## config.mk

```make
export PLATFORM = sky130hd
export DESIGN_NAME = panel_switch_ctrl
export DESIGN_NICKNAME = d
export VERILOG_FILES = /design/src/rtl/panel_switch_ctrl_pkg.sv /design/src/rtl/panel_switch_ctrl_key_decode.sv /design/src/rtl/panel_switch_ctrl.sv
export SDC_FILE = /design/constraint.sdc
export NUM_CORES = 1
export LEC_CHECK = 0
export CORE_ASPECT_RATIO = 0.5
export CORE_MARGIN = 2
export CORE_UTILIZATION = 50
export DETAILED_ROUTE_END_ITERATION = 16
export PLACE_DENSITY = 0.85
export SLEW_MARGIN = 20
export SYNTH_ARGS = -nofsm -noshare
export SYNTH_HDL_FRONTEND = slang
export SYNTH_SLANG_ARGS = --single-unit
```

## constraint.sdc

```tcl
create_clock -name clk -period 3.9 [get_ports clk]
set_input_delay 0.78 -clock clk [delete_from_list [all_inputs] [get_ports clk]]
set_output_delay 0.78 -clock clk [all_outputs]
set_load 0.01 [all_outputs]
```

## src/rtl/panel_switch_ctrl_pkg.sv

```systemverilog
// Shared types and PS/2 scancodes for the keyboard-driven front-panel switch controller.
// The digit lookup is only used when PANEL_DIRECT_KEYS_EN is defined.
package panel_pkg;

  typedef enum logic [1:0] {
    SW_CENTER = 2'b00,
    SW_UP     = 2'b01,
    SW_DOWN   = 2'b10
  } sw_pos_t;

  typedef enum logic [1:0] {
    IDLE = 2'd0,
    HELD = 2'd1,
    WAIT = 2'd2
  } mom_state_t;

  localparam logic [7:0] SC_UP    = 8'h75;
  localparam logic [7:0] SC_DOWN  = 8'h72;
  localparam logic [7:0] SC_LEFT  = 8'h6B;
  localparam logic [7:0] SC_RIGHT = 8'h74;

  localparam logic [7:0] SC_D1 = 8'h16;
  localparam logic [7:0] SC_D2 = 8'h1E;
  localparam logic [7:0] SC_D3 = 8'h26;
  localparam logic [7:0] SC_D4 = 8'h25;
  localparam logic [7:0] SC_D5 = 8'h2E;
  localparam logic [7:0] SC_D6 = 8'h36;
  localparam logic [7:0] SC_D7 = 8'h3D;
  localparam logic [7:0] SC_D8 = 8'h3E;

  // One-cycle command strobes produced by the key decoder.
  typedef struct packed {
    logic       left;
    logic       right;
    logic       up_p;
    logic       down_p;
    logic       up_r;
    logic       down_r;
    logic       digit_v;
    logic [2:0] digit_idx;
  } key_cmd_t;

  // Returns {valid, index} for the top-row digit keys '1'..'8'.
  function automatic logic [3:0] digit_decode(input logic [7:0] sc);
    case (sc)
      SC_D1:   return {1'b1, 3'd0};
      SC_D2:   return {1'b1, 3'd1};
      SC_D3:   return {1'b1, 3'd2};
      SC_D4:   return {1'b1, 3'd3};
      SC_D5:   return {1'b1, 3'd4};
      SC_D6:   return {1'b1, 3'd5};
      SC_D7:   return {1'b1, 3'd6};
      SC_D8:   return {1'b1, 3'd7};
      default: return 4'b0000;
    endcase
  endfunction

endpackage

```

## src/rtl/panel_switch_ctrl_key_decode.sv

```systemverilog
// Turns hps_io ps2_key events into one-hot command strobes; owns the event-toggle copy kbit_q.
// Direct digit cursor keys are decoded only when PANEL_DIRECT_KEYS_EN is defined.
module panel_key_decode
  import panel_pkg::*;
(
  input  logic        clk,
  input  logic        reset,
  input  logic [10:0] ps2_key,
  output key_cmd_t    cmd_c
);

  logic       kbit_q;
  logic       kbit_d;
  logic       key_ev_c;
  logic       ext_press_c;
  logic       ext_rel_c;
  logic [7:0] code_c;

  always_comb begin
    kbit_d = ps2_key[10];
  end

  // Reset also tracks the live toggle bit so leaving reset never looks like a key event.
  always_ff @(posedge clk) begin
    if (reset) begin
      kbit_q <= ps2_key[10];
    end else begin
      kbit_q <= kbit_d;
    end
  end

  always_comb begin
    cmd_c       = '0;
    code_c      = ps2_key[7:0];
    key_ev_c    = (ps2_key[10] != kbit_q);
    ext_press_c = key_ev_c & ps2_key[8] & ps2_key[9];
    ext_rel_c   = key_ev_c & ps2_key[8] & ~ps2_key[9];

    cmd_c.right  = ext_press_c && (code_c == SC_RIGHT);
    cmd_c.left   = ext_press_c && (code_c == SC_LEFT);
    cmd_c.up_p   = ext_press_c && (code_c == SC_UP);
    cmd_c.down_p = ext_press_c && (code_c == SC_DOWN);
    cmd_c.up_r   = ext_rel_c && (code_c == SC_UP);
    cmd_c.down_r = ext_rel_c && (code_c == SC_DOWN);

`ifdef PANEL_DIRECT_KEYS_EN
    if (key_ev_c && !ps2_key[8] && ps2_key[9]) begin
      {cmd_c.digit_v, cmd_c.digit_idx} = digit_decode(code_c);
    end
`else
    cmd_c.digit_v   = 1'b0;
    cmd_c.digit_idx = 3'd0;
`endif
  end

endmodule

```

## src/rtl/panel_switch_ctrl.sv

```systemverilog
// Keyboard-driven front-panel switch array: cursor, 3-position toggle/momentary switches and a
// one-entry state-change event port. Optional direct cursor keys: PANEL_DIRECT_KEYS_EN.
module panel_switch_ctrl
  import panel_pkg::*;
#(
  parameter int unsigned SWITCH_COUNT   = 25,
  parameter logic [63:0] MOMENTARY_MASK = 64'h0,
  parameter logic [23:0] HOLD_CYCLES    = 24'd2_000_000,
  parameter int unsigned IDX_W          = $clog2(SWITCH_COUNT)
) (
  input  logic                      clk,
  input  logic                      reset,
  input  logic [10:0]               ps2_key,
  output logic [2*SWITCH_COUNT-1:0] sw_state,
  output logic [IDX_W-1:0]          cursor,
  output logic                      ev_valid,
  output logic [IDX_W-1:0]          ev_index,
  output logic [1:0]                ev_state,
  input  logic                      ev_ready,
  output logic                      ev_overrun
);

  localparam int unsigned     SW_W      = 2 * SWITCH_COUNT;
  localparam logic [23:0]     HOLD_LOAD = (HOLD_CYCLES == 24'd0) ? 24'd0 : HOLD_CYCLES - 24'd1;
  localparam logic [IDX_W-1:0] LAST_IDX = IDX_W'(SWITCH_COUNT - 1);

  key_cmd_t cmd_c;

  logic [SW_W-1:0]  sw_state_q,   sw_state_d;
  logic [IDX_W-1:0] cursor_q,     cursor_d;
  mom_state_t       mom_q,        mom_d;
  logic [23:0]      hold_cnt_q,   hold_cnt_d;
  logic [IDX_W-1:0] held_idx_q,   held_idx_d;
  sw_pos_t          held_key_q,   held_key_d;
  logic             ev_valid_q,   ev_valid_d;
  logic [IDX_W-1:0] ev_index_q,   ev_index_d;
  logic [1:0]       ev_state_q,   ev_state_d;
  logic             ev_overrun_q, ev_overrun_d;

  sw_pos_t          cur_pos_c;
  logic             cur_mom_c;
  logic             press_c;
  sw_pos_t          press_pos_c;
  logic             held_rel_c;
  logic             chg_c;
  logic [IDX_W-1:0] chg_idx_c;
  sw_pos_t          chg_pos_c;

  panel_key_decode u_key_decode (
    .clk     (clk),
    .reset   (reset),
    .ps2_key (ps2_key),
    .cmd_c   (cmd_c)
  );

  assign cur_pos_c = sw_pos_t'(2'(sw_state_q >> {cursor_q, 1'b0}));
  assign cur_mom_c = 1'(MOMENTARY_MASK >> cursor_q);

  always_ff @(posedge clk) begin
    if (reset) begin
      sw_state_q   <= '0;
      cursor_q     <= '0;
      mom_q        <= IDLE;
      hold_cnt_q   <= '0;
      held_idx_q   <= '0;
      held_key_q   <= SW_CENTER;
      ev_valid_q   <= 1'b0;
      ev_index_q   <= '0;
      ev_state_q   <= 2'b00;
      ev_overrun_q <= 1'b0;
    end else begin
      sw_state_q   <= sw_state_d;
      cursor_q     <= cursor_d;
      mom_q        <= mom_d;
      hold_cnt_q   <= hold_cnt_d;
      held_idx_q   <= held_idx_d;
      held_key_q   <= held_key_d;
      ev_valid_q   <= ev_valid_d;
      ev_index_q   <= ev_index_d;
      ev_state_q   <= ev_state_d;
      ev_overrun_q <= ev_overrun_d;
    end
  end

  always_comb begin
    cursor_d     = cursor_q;
    mom_d        = mom_q;
    hold_cnt_d   = hold_cnt_q;
    held_idx_d   = held_idx_q;
    held_key_d   = held_key_q;
    ev_valid_d   = ev_valid_q;
    ev_index_d   = ev_index_q;
    ev_state_d   = ev_state_q;
    ev_overrun_d = ev_overrun_q;
    sw_state_d   = sw_state_q;
    chg_c        = 1'b0;
    chg_idx_c    = cursor_q;
    chg_pos_c    = SW_CENTER;
    press_c      = cmd_c.up_p | cmd_c.down_p;
    press_pos_c  = cmd_c.up_p ? SW_UP : SW_DOWN;
    held_rel_c   = ((held_key_q == SW_UP) && cmd_c.up_r) ||
                   ((held_key_q == SW_DOWN) && cmd_c.down_r);

    // Cursor navigation is honoured in every momentary state.
    if (cmd_c.right) begin
      cursor_d = (cursor_q == LAST_IDX) ? '0 : cursor_q + IDX_W'(1);
    end else if (cmd_c.left) begin
      cursor_d = (cursor_q == '0) ? LAST_IDX : cursor_q - IDX_W'(1);
    end else if (cmd_c.digit_v && (32'(cmd_c.digit_idx) < SWITCH_COUNT)) begin
      cursor_d = IDX_W'(cmd_c.digit_idx);
    end

    if ((mom_q != IDLE) && (hold_cnt_q != 24'd0)) begin
      hold_cnt_d = hold_cnt_q - 24'd1;
    end

    case (mom_q)
      IDLE: begin
        if (press_c) begin
          if (cur_mom_c) begin
            chg_c      = 1'b1;
            chg_pos_c  = press_pos_c;
            mom_d      = HELD;
            hold_cnt_d = HOLD_LOAD;
            held_idx_d = cursor_q;
            held_key_d = press_pos_c;
          end else if (cur_pos_c != press_pos_c) begin
            chg_c     = 1'b1;
            chg_pos_c = press_pos_c;
          end
        end
      end
      HELD: begin
        if (held_rel_c) begin
          mom_d = WAIT;
        end
      end
      WAIT: begin
        if (hold_cnt_q == 24'd0) begin
          chg_c     = 1'b1;
          chg_idx_c = held_idx_q;
          chg_pos_c = SW_CENTER;
          mom_d     = IDLE;
        end
      end
      default: begin
        mom_d = IDLE;
      end
    endcase

    if (chg_c) begin
      sw_state_d = (sw_state_q & ~(SW_W'(2'b11) << {chg_idx_c, 1'b0})) |
                   (SW_W'(chg_pos_c) << {chg_idx_c, 1'b0});
    end

    // Single-entry event slot: accept clears, a new change overwrites; overrun only if it was unread.
    if (ev_valid_q && ev_ready) begin
      ev_valid_d = 1'b0;
    end
    if (chg_c) begin
      ev_valid_d = 1'b1;
      ev_index_d = chg_idx_c;
      ev_state_d = chg_pos_c;
      if (ev_valid_q && !ev_ready) begin
        ev_overrun_d = 1'b1;
      end
    end
  end

  assign sw_state   = sw_state_q;
  assign cursor     = cursor_q;
  assign ev_valid   = ev_valid_q;
  assign ev_index   = ev_index_q;
  assign ev_state   = ev_state_q;
  assign ev_overrun = ev_overrun_q;

endmodule

```

==> impl_metrics.ini, run 1 <==
[pwr]
p_leak_nw = 2.09
intPower_mw = 1.67
share_seq_of_total_power = 0.451
powerDensity_mw_per_mm2 = 349
clkPwrFrac = 0.528
peakVddDrop_v = 0.000236
power.switching_mw = 0.390
p_sw_frac = 0.189
power_mw = 2.07
p_comb_frac = 0.021

[clocking]
post_cts_resized = 0
postCtsSetupBuffers = 0
clock_path_buffers = 2
cts_buffers = 9
ctsHoldBuffers = 0
clk-insertion-delay-late_ns = 0.35
h-tree-depth = 3
cts_root_buf = clkbuf_16
tritoncts = built
clkSinkCount = 91
path_clk_slew_ns = 0.06

[synthesis]
synth_cell_types = 63
synth_area_per_cell_um2 = 8.71
synth_ff_type = dfxtp_1
synthCells = 540
ys_ff_latch = 91
synth-seq-area-share = 0.387
ys.warnings.count = 0
synth_fp_nets = 558
async_flop_share = 0
syn_area_mm2 = 0.00470
synth_edf_count = 0

[critical_path]
critPathRequiredTime_ns = 4.09
path_max_fanout = 16
worstSetupPathType = reg -> reg
rr_worst_depth = 7
crit_path_start_kind = register
r2r_end = sw_state[7]
cp.arrival_ns = 3.51
reg2reg_setup_slack_ns = 0.58
reg2reg_from = cursor[1]
critPathCaptureType = register

[global_routing]
grt.overflow.total = 0
grt_first_pass_wirelength_um = 21800
track_usage = 0.269
grt_pass1_vias = 4265
antenna_found_initial = 0
grt_max_degree = 64

[timing]
tns_ns = 0
hold_viol_final = 0
setup_violations = 0
slew_violations = 0
fmax_mhz = 301
finalClockSkew_ns = 0.00753
rsz0062_at_grt = false
worst_hold_slack_ns = 0.462
relSlewSlack = 0.413
period_needed_ns = 3.32
worst_slack_ns = 0.578
tightest_slew_ns = 0.872
period_share = 0.852

[layout]
drive_above_1_share = 0.0936
final_cell_mix = dfxtp_1, clkdlybuf4s50_1, nand2_1
post-route-util = 0.664
num-fill-cells = 701
diodes = 0
multiInputGateArea_mm2 = 0.00267
final_common_cell = dfxtp_1
fin_nets = 622
area_delta_synth_final_pct = 26.0
seq_area_mm2 = 0.00182

[route]
first_pass_iters = 5
wl_per_cell_um = 18.3
finalWirelength_um = 13300
drt_iter0_markers = 540
post_drt_via_cell_ratio = 6.28
via_count = 4556
ant_nets = 0
drc = 0

[status]
status = finished, final reports clean

[placement]
dp_hpwl_um = 9010
gp_congestion = 0.991
preCtsSetupSlack_ns = 0.353
port-buffer-count = 77

[floorplan]
die_area_mm2 = 0.0102
core_mm2 = 0.00892
start_util = 0.527
num_rows = 24
die_w_um = 141
floorplan.die.height_um = 72.6
ios = 78

[job]
drv_cap = 0

[worst_hold_path]
whs_endpoint = mom_q[0]
min_from = mom_q[1]
worst_hold_path.num_cells = 1
hold_path_class = reg -> reg
## metal layers
layer / part of all wire / global-route usage / vias to the layer above
met4: 0.016 / 0.0956 / 0
li1: - / - / 2128
met3: 0.082 / 0.0656 / 18
met5: 0 / 0 / -
met2: 0.47 / 0.448 / 210
met1: 0.43 / 0.348 / 2200
## stage by stage
step,instances,area (um^2)
final,726,5920
after global routing,726,5920
after CTS,726,5920
after detailed placement,710,5550
after global placement,710,5550
after floorplan,540,4700
## area by class of cell
| type | instances | share of cell area |
|---|---|---|
| multi-input combinational | 401 | 0.450 |
| sequential | 91 | 0.307 |
| timing repair buffer | 92 | 0.148 |
| clock buffer | 12 | 0.0433 |
| tap | 117 | 0.0247 |
| clock inverter | 4 | 0.0203 |
| inverter | 9 | 0.00570 |
## flip-flops by register name, indices dropped and copies added, names as in the netlist
register and count:
ev_overrun 1, u_key_decode.kbit_q 1, cursor 5, mom_q 2, hold_cnt_q 24, ev_index 5, ev_state 2, sw_state 50
ev_valid 1
## cell families (layout without fill, tap and decap cells)
group,count (synthesis),in the layout,share of synthesized area
AO/OA/AOI/OAI,106,106,0.153
multiplexers,41,41,0.101
flip-flops,91,91,0.387
buffers and inverters,48,117,0.0455
AND/OR/NAND/NOR,230,230,0.265
XOR/XNOR,20,20,0.0372
adder cells (fa/ha/maj),4,4,0.0106
## power groups by stage
stage | Clock (mW) | Sequential [mW] | Combinational, mW
after floorplan | 0 | 0.953 | 0.0210
after global placement | 0 | 0.953 | 0.0418
after detailed placement | 0 | 0.953 | 0.0422
after CTS | 1.10 | 0.932 | 0.0427
after global routing | 1.13 | 0.932 | 0.0468
final | 1.09 | 0.932 | 0.0433
## synth_stat cells, drive strengths merged (9+ instances only)
master / count / share of area
nand3: 18 / 0.019
or3: 11 / 0.015
buf: 15 / 0.019
o31ai: 9 / 0.014
nand4: 14 / 0.019
o21ai: 19 / 0.020
nand2: 47 / 0.038
nor4: 17 / 0.024
clkbuf: 24 / 0.019
or4: 13 / 0.023
nand2b: 11 / 0.015
dfxtp: 91 / 0.39
xnor2: 14 / 0.026
nor2: 43 / 0.034
a21oi: 31 / 0.033
mux2i: 36 / 0.077
nor3: 24 / 0.030
## how the worst max path moves through the flow
stage,start,end,slack (ns),depth (start not counted)
after floorplan,ps2_key[7],sw_state[10],0.99,8
after global placement,ps2_key[10],sw_state[10],0.38,7
after detailed placement,ps2_key[10],sw_state[10],0.35,7
after CTS,cursor[1],sw_state[7],0.61,7
after global routing,cursor[1],sw_state[7],0.39,7
final,cursor[1],sw_state[7],0.58,7
## worst max-delay path, stage by stage (launching register included)
cell	delay (ns)
dfxtp_1	0.61
mux4_2	0.59
a2bb2oi_1	0.15
a211oi_1	0.42
o211a_1	0.26
nand2b_1	0.32
nand2b_1	0.62
mux2i_1	0.18
(Power assumes the default switching activity.)
==> inputs of run 2 (changes only) <==
--- a/config.mk
+++ b/config.mk
@@ -9,7 +9,8 @@
 export CORE_MARGIN = 2
 export CORE_UTILIZATION = 50
 export DETAILED_ROUTE_END_ITERATION = 16
-export PLACE_DENSITY = 0.85
+export DONT_BUFFER_PORTS = 1
+export PLACE_DENSITY = 0.77
 export SLEW_MARGIN = 20
 export SYNTH_ARGS = -nofsm -noshare
 export SYNTH_HDL_FRONTEND = slang
==> constraint.sdc (replaced) <==
create_clock -name clk -period 2.9 [get_ports clk]
set_input_delay 0.58 -clock clk [delete_from_list [all_inputs] [get_ports clk]]
set_output_delay 0.58 -clock clk [all_outputs]
set_load 0.01 [all_outputs]
==> run 2 against run 1 <==
  * First-iteration DRC count is 23% lower
  * Register-to-register slack worse by 0.48 ns
  * Fmax is 19% higher
  * Cell count is 6.9% lower
  * Critical endpoint is now sw_state[47]
  * Clock-buffer cell count is 1 lower
  * Cell area is 9.9% lower
==> impl_metrics.ini, run 2 (synthesis gave the netlist of run 1 again) <==
[status]
status = finished, final reports clean

[route]
first_pass_iters = 5
drt_iter0_markers = 418
drc = 0
finalWirelength_um = 13100
ant_nets = 0
wl_per_cell_um = 19.3
post_drt_via_cell_ratio = 6.36
via_count = 4302

[clocking]
post_cts_resized = 0
tritoncts = built
clock_path_buffers = 2
h-tree-depth = 3
postCtsSetupBuffers = 0
cts_buffers = 9
path_clk_slew_ns = 0.06
ctsHoldBuffers = 0
clk-insertion-delay-late_ns = 0.34
clkSinkCount = 91
cts_root_buf = clkbuf_16

[timing]
period_needed_ns = 2.80
rsz0062_at_grt = true
worst_slack_ns = 0.0991
tns_ns = 0
finalClockSkew_ns = 0.00709
period_share = 0.966
setup_violations = 0
tightest_slew_ns = 0.787
worst_hold_slack_ns = 0.264
fmax_mhz = 357
relSlewSlack = 0.471
hold_viol_final = 0
slew_violations = 0

[global_routing]
antenna_found_initial = 0
grt_max_degree = 65
grt_first_pass_wirelength_um = 21000
grt.overflow.total = 0
grt_pass1_vias = 4015
track_usage = 0.259

[placement]
placed_area_mm2 = 0.00501
preCtsSetupSlack_ns = 0.0871
port-buffer-count = 0
gp_congestion = 0.986
dp_hpwl_um = 9250
dp.cells = 660

[layout]
fin_nets = 572
drive_above_1_share = 0.156
multiInputGateArea_mm2 = 0.00268
largest_reg_flops = 50
diodes = 0
final_cell_mix = dfxtp_1, nand2_1, nor2_1
seq_area_mm2 = 0.00182
num-fill-cells = 779
post-route-util = 0.599
area_delta_synth_final_pct = 13.5
fin_area_mm2 = 0.00534
final_common_cell = dfxtp_1
finalNonFillerCells = 676

[floorplan]
floorplan.die.height_um = 72.6
die_area_mm2 = 0.0102
core_mm2 = 0.00892
num_rows = 24
die_w_um = 141
start_util = 0.527
ios = 78

[pwr]
power_mw = 2.48
p_leak_nw = 1.92
powerDensity_mw_per_mm2 = 465
peakVddDrop_v = 0.000287

[critical_path]
critPathRequiredTime_ns = 3.13
worstSetupPathType = reg -> reg
cp.arrival_ns = 3.03
crit_path_start_kind = register
reg2reg_setup_slack_ns = 0.1
path_max_fanout = 19
critPathCaptureType = register

[worst_hold_path]
hold_path_class = in -> reg

[job]
drv_cap = 0
run 2: cell types whose count changed in the layout (fill, tap and decap cells not counted), moves of 2 or more:
cell	change
buf_12	+2
clkdlybuf4s50_1	-76
buf_4	+25
clkinvlp_4	+3
bufinv_16	-3
run 2: critical path, cell delays in order, from the launching register on:
cell,delay (ns)
dfxtp_1,0.34
buf_4,0.17
mux4_2,0.50
a2bb2oi_1,0.15
a211oi_1,0.36
o211a_1,0.23
and3_1,0.30
buf_4,0.28
nor3_1,0.09
buf_4,0.15
mux2i_1,0.11
run 2: path summary, 6_finish.rpt:
check | depth (start not counted) | from | to
hold reg to reg | 1 | mom_q[1] | mom_q[0]
hold / removal | 0 | ps2_key[10] | u_key_decode.kbit_q
setup / recovery | 10 | cursor[1] | sw_state[47]
setup reg to reg | 10 | cursor[1] | sw_state[47]
run 2: power by group:
part           leakage, nW  internal [mW]  total, mW  switching (mW)
combinational         1.05        0.00738     0.0234          0.0160
sequential           0.734           1.25       1.25         0.00238
clock                0.144          0.716       1.21           0.491
run 2: final cells by class:
type / count / area share
Sequential cell: 91 / 0.341
Timing Repair Buffer: 42 / 0.0637
Tap cell: 117 / 0.0274
Multi-Input combinational cell: 401 / 0.502
Clock inverter: 5 / 0.0115
Inverter: 9 / 0.00633
Clock buffer: 11 / 0.0473
run 2: layer usage:
layer | vias to the layer above | track usage | routed length, um
li1 | 2019 | - | -
met2 | 203 | 0.414 | 5780
met1 | 2053 | 0.347 | 5690
met5 | - | 0 | 0
met3 | 27 | 0.0735 | 1340
met4 | 0 | 0.0722 | 255
==> variant, RTL diff (settings of run 2) <==
The parameter `SWITCH_COUNT` goes from 25 to 50.
--- a/src/rtl/panel_switch_ctrl.sv
+++ b/src/rtl/panel_switch_ctrl.sv
@@ -3,7 +3,7 @@
 module panel_switch_ctrl
   import panel_pkg::*;
 #(
-  parameter int unsigned SWITCH_COUNT   = 25,
+  parameter int unsigned SWITCH_COUNT   = 50,
   parameter logic [63:0] MOMENTARY_MASK = 64'h0,
   parameter logic [23:0] HOLD_CYCLES    = 24'd2_000_000,
   parameter int unsigned IDX_W          = $clog2(SWITCH_COUNT)
Interface: changed (resized cursor, ev_index and sw_state); port bits go from 78 to 130. No check against the original RTL was run, so the function may have changed too.
==> variant against run 2 <==
The run now ends with setup timing left; sequential cell count grew 52; maximum frequency decreased by 5.5%; total power is 75% higher; largest cell class unchanged; clock skew is 8.3 ps higher; routed wire length grew 100%; hold slack lost 99 ps; synthesized area up 59%; largest power group is now the clock network; cell area is 71% higher; count of clock-buffer cells in the layout rose by 7; worst setup slack worse by 160 ps; via count increased by 76%; highest routed layer unchanged; critical endpoint is now sw_state[34]$_SDFFE_PP0P_; synthesized cell count rose by 60%.
==> variant: results (changes against run 2) <==
----------------------------------------------------
[Run status]
  Status ... finished with violations (was completed)
  Failing checks ... setup timing

[Synth]
  Number of different library cells in the post-synthesis netlist ... 74 (was 63)
  Synth Area in Compound Gates ... 21.4% (was 15.3%)
  Proportion of synthesized area in mux cells ... 8.71% (was 10.1%)
  Post-synthesis share of cell area spent on xor and xnor gates ... 2.81% (was 3.72%)
  Top cells by area, synth ... sky130_fd_sc_hd__dfxtp_1 (38%), sky130_fd_sc_hd__mux2i_1 (6.6%), sky130_fd_sc_hd__a21oi_1 (3.8%), sky130_fd_sc_hd__nand2_1 (3.5%), sky130_fd_sc_hd__nand3_1 (3.3%) (was sky130_fd_sc_hd__dfxtp_1 (39%), sky130_fd_sc_hd__mux2i_1 (7.7%), sky130_fd_sc_hd__nand2_1 (3.8%), sky130_fd_sc_hd__nor2_1 (3.4%), sky130_fd_sc_hd__a21oi_1 (3.3%))

[Route]
  Routed via count ... 7571 (was 4302)
  Number of DRC violations after detailed-routing iteration 0 ... 971 (was 418)
  Drt first pass iters ... 6 (was 5)

[Setup path]
  Crit Path Max Fanout ... 15 (was 19)
  Number of cell instances on the worst register-to-register path ... 11 (was 10)

[Cells and area]
  Number of flip-flops in the largest register ... 100 (was 50)
  Fraction of final layout cells sized beyond drive strength 1 ... 21.4% (was 15.6%)

[Placed design]
  Routability-driven placement congestion ratio ... 1.02 (was 0.986)
  Post-Place Worst Slack ... -54.3 ps (was 87.1 ps)

[GRT]
  Via count of the first global-routing pass ... 6870 (was 4015)
  Largest net degree at the start of global routing ... 91 (was 65)
  Tot GR Track Use ... 31.3% (was 25.9%)

[Timing]
  Total of endpoints with negative setup slack in the final report ... 20 (was 0)
  Setup WS post-layout ... -63.9 ps (was 99.1 ps)
  Sum of negative setup slack ... -671 ps (was 0 ps)
  Worst setup skew after layout ... 15.4 ps (was 7.09 ps)

[Power]
  Leakage ... 0.00318 µW (was 0.00192 µW)

[Clocking]
  Number of CTS-inserted buffers ... 17 (was 9)

----------------------------------------------------
==> variant: changes by cell type after synthesis, moves of 12 or more <==
cell	run 2	this run
sky130_fd_sc_hd__a21oi_1	31	57
sky130_fd_sc_hd__mux2i_1	36	49
sky130_fd_sc_hd__dfxtp_1	91	143
sky130_fd_sc_hd__nand3_1	18	50
sky130_fd_sc_hd__o22ai_1	1	16
sky130_fd_sc_hd__nand4_1	14	26
sky130_fd_sc_hd__o21ai_0	17	35
sky130_fd_sc_hd__o311ai_1	0	13
sky130_fd_sc_hd__nor2_1	43	64
sky130_fd_sc_hd__nand2_1	47	69
sky130_fd_sc_hd__inv_1	6	26
==> variant: layout make-up <==
| type | instances | share of cell area [%] |
|---|---|---|
| multi-input cells | 628 | 47.4 |
| flip-flops and latches | 143 | 31.5 |
| repair buffers | 95 | 10.4 |
| clock buffers | 18 | 4.82 |
| well taps | 198 | 2.72 |
| clock inverters | 14 | 1.96 |
| inverters | 27 | 1.11 |
==> variant: stage by stage <==
step	cell area, µm²	util [%]
CTS	8690	59.7
global placement	8020	55.2
detailed placement	8020	55.2
floorplan	7480	-
global route	9110	62.6
finish	9110	62.6
==> variant: worst paths after layout <==
| path | startpoint | slack, ps | endpoint |
|---|---|---|---|
| worst max-delay path | cursor[1]$_SDFFE_PP0P_ | -60 | sw_state[34]$_SDFFE_PP0P_ |
| worst min-delay path | ps2_key[10] | 160 | u_key_decode.kbit_q$_DFF_P_ |
| worst max register to register | cursor[1]$_SDFFE_PP0P_ | -60 | sw_state[34]$_SDFFE_PP0P_ |
| worst min register to register | mom_q[1]$_SDFFE_PP0P_ | 450 | mom_q[0]$_SDFFE_PP0P_ |
==> variant: report_power, final <==
part	internal (µW)	switching [µW]
sequential	1960	0.495
combinational	13.9	29.1
clock	1390	947
==> variant: worst reg2reg max path: cells and delay by family (launching register included) <==
family | cells | cell delay (ps)
flops | 1 | 440
compound gates | 4 | 860
simple gates | 3 | 680
buf+inv | 3 | 610
mux | 1 | 290
==> variant: timing repair <==
action                     4_1_cts  5_1_grt
hold endpoints to repair         0        0
setup endpoints to repair       13      105
gates cloned                     0        7
setup buffers                    2       10
resized for setup                5       60
pin swaps                        1       14
==> variant: cells by family (layout without fill, tap and decap cells) <==
kind of cell             count (synthesis)  after routing
XOR/XNOR                                24             24
multiplexers                            56             56
AO/OA/AOI/OAI                          227            227
flip-flops                             143            143
buffers and inverters                   93            154
AND/OR/NAND/NOR                        316            316
adder cells (fa/ha/maj)                  5              5
==> variant: routing by layer <==
layer  track usage [%]  share of wire (%)
met1              40.9                 39
met4              8.88                2.5
met3              12.3                 14
met5                 0                  0
met2              47.8                 44
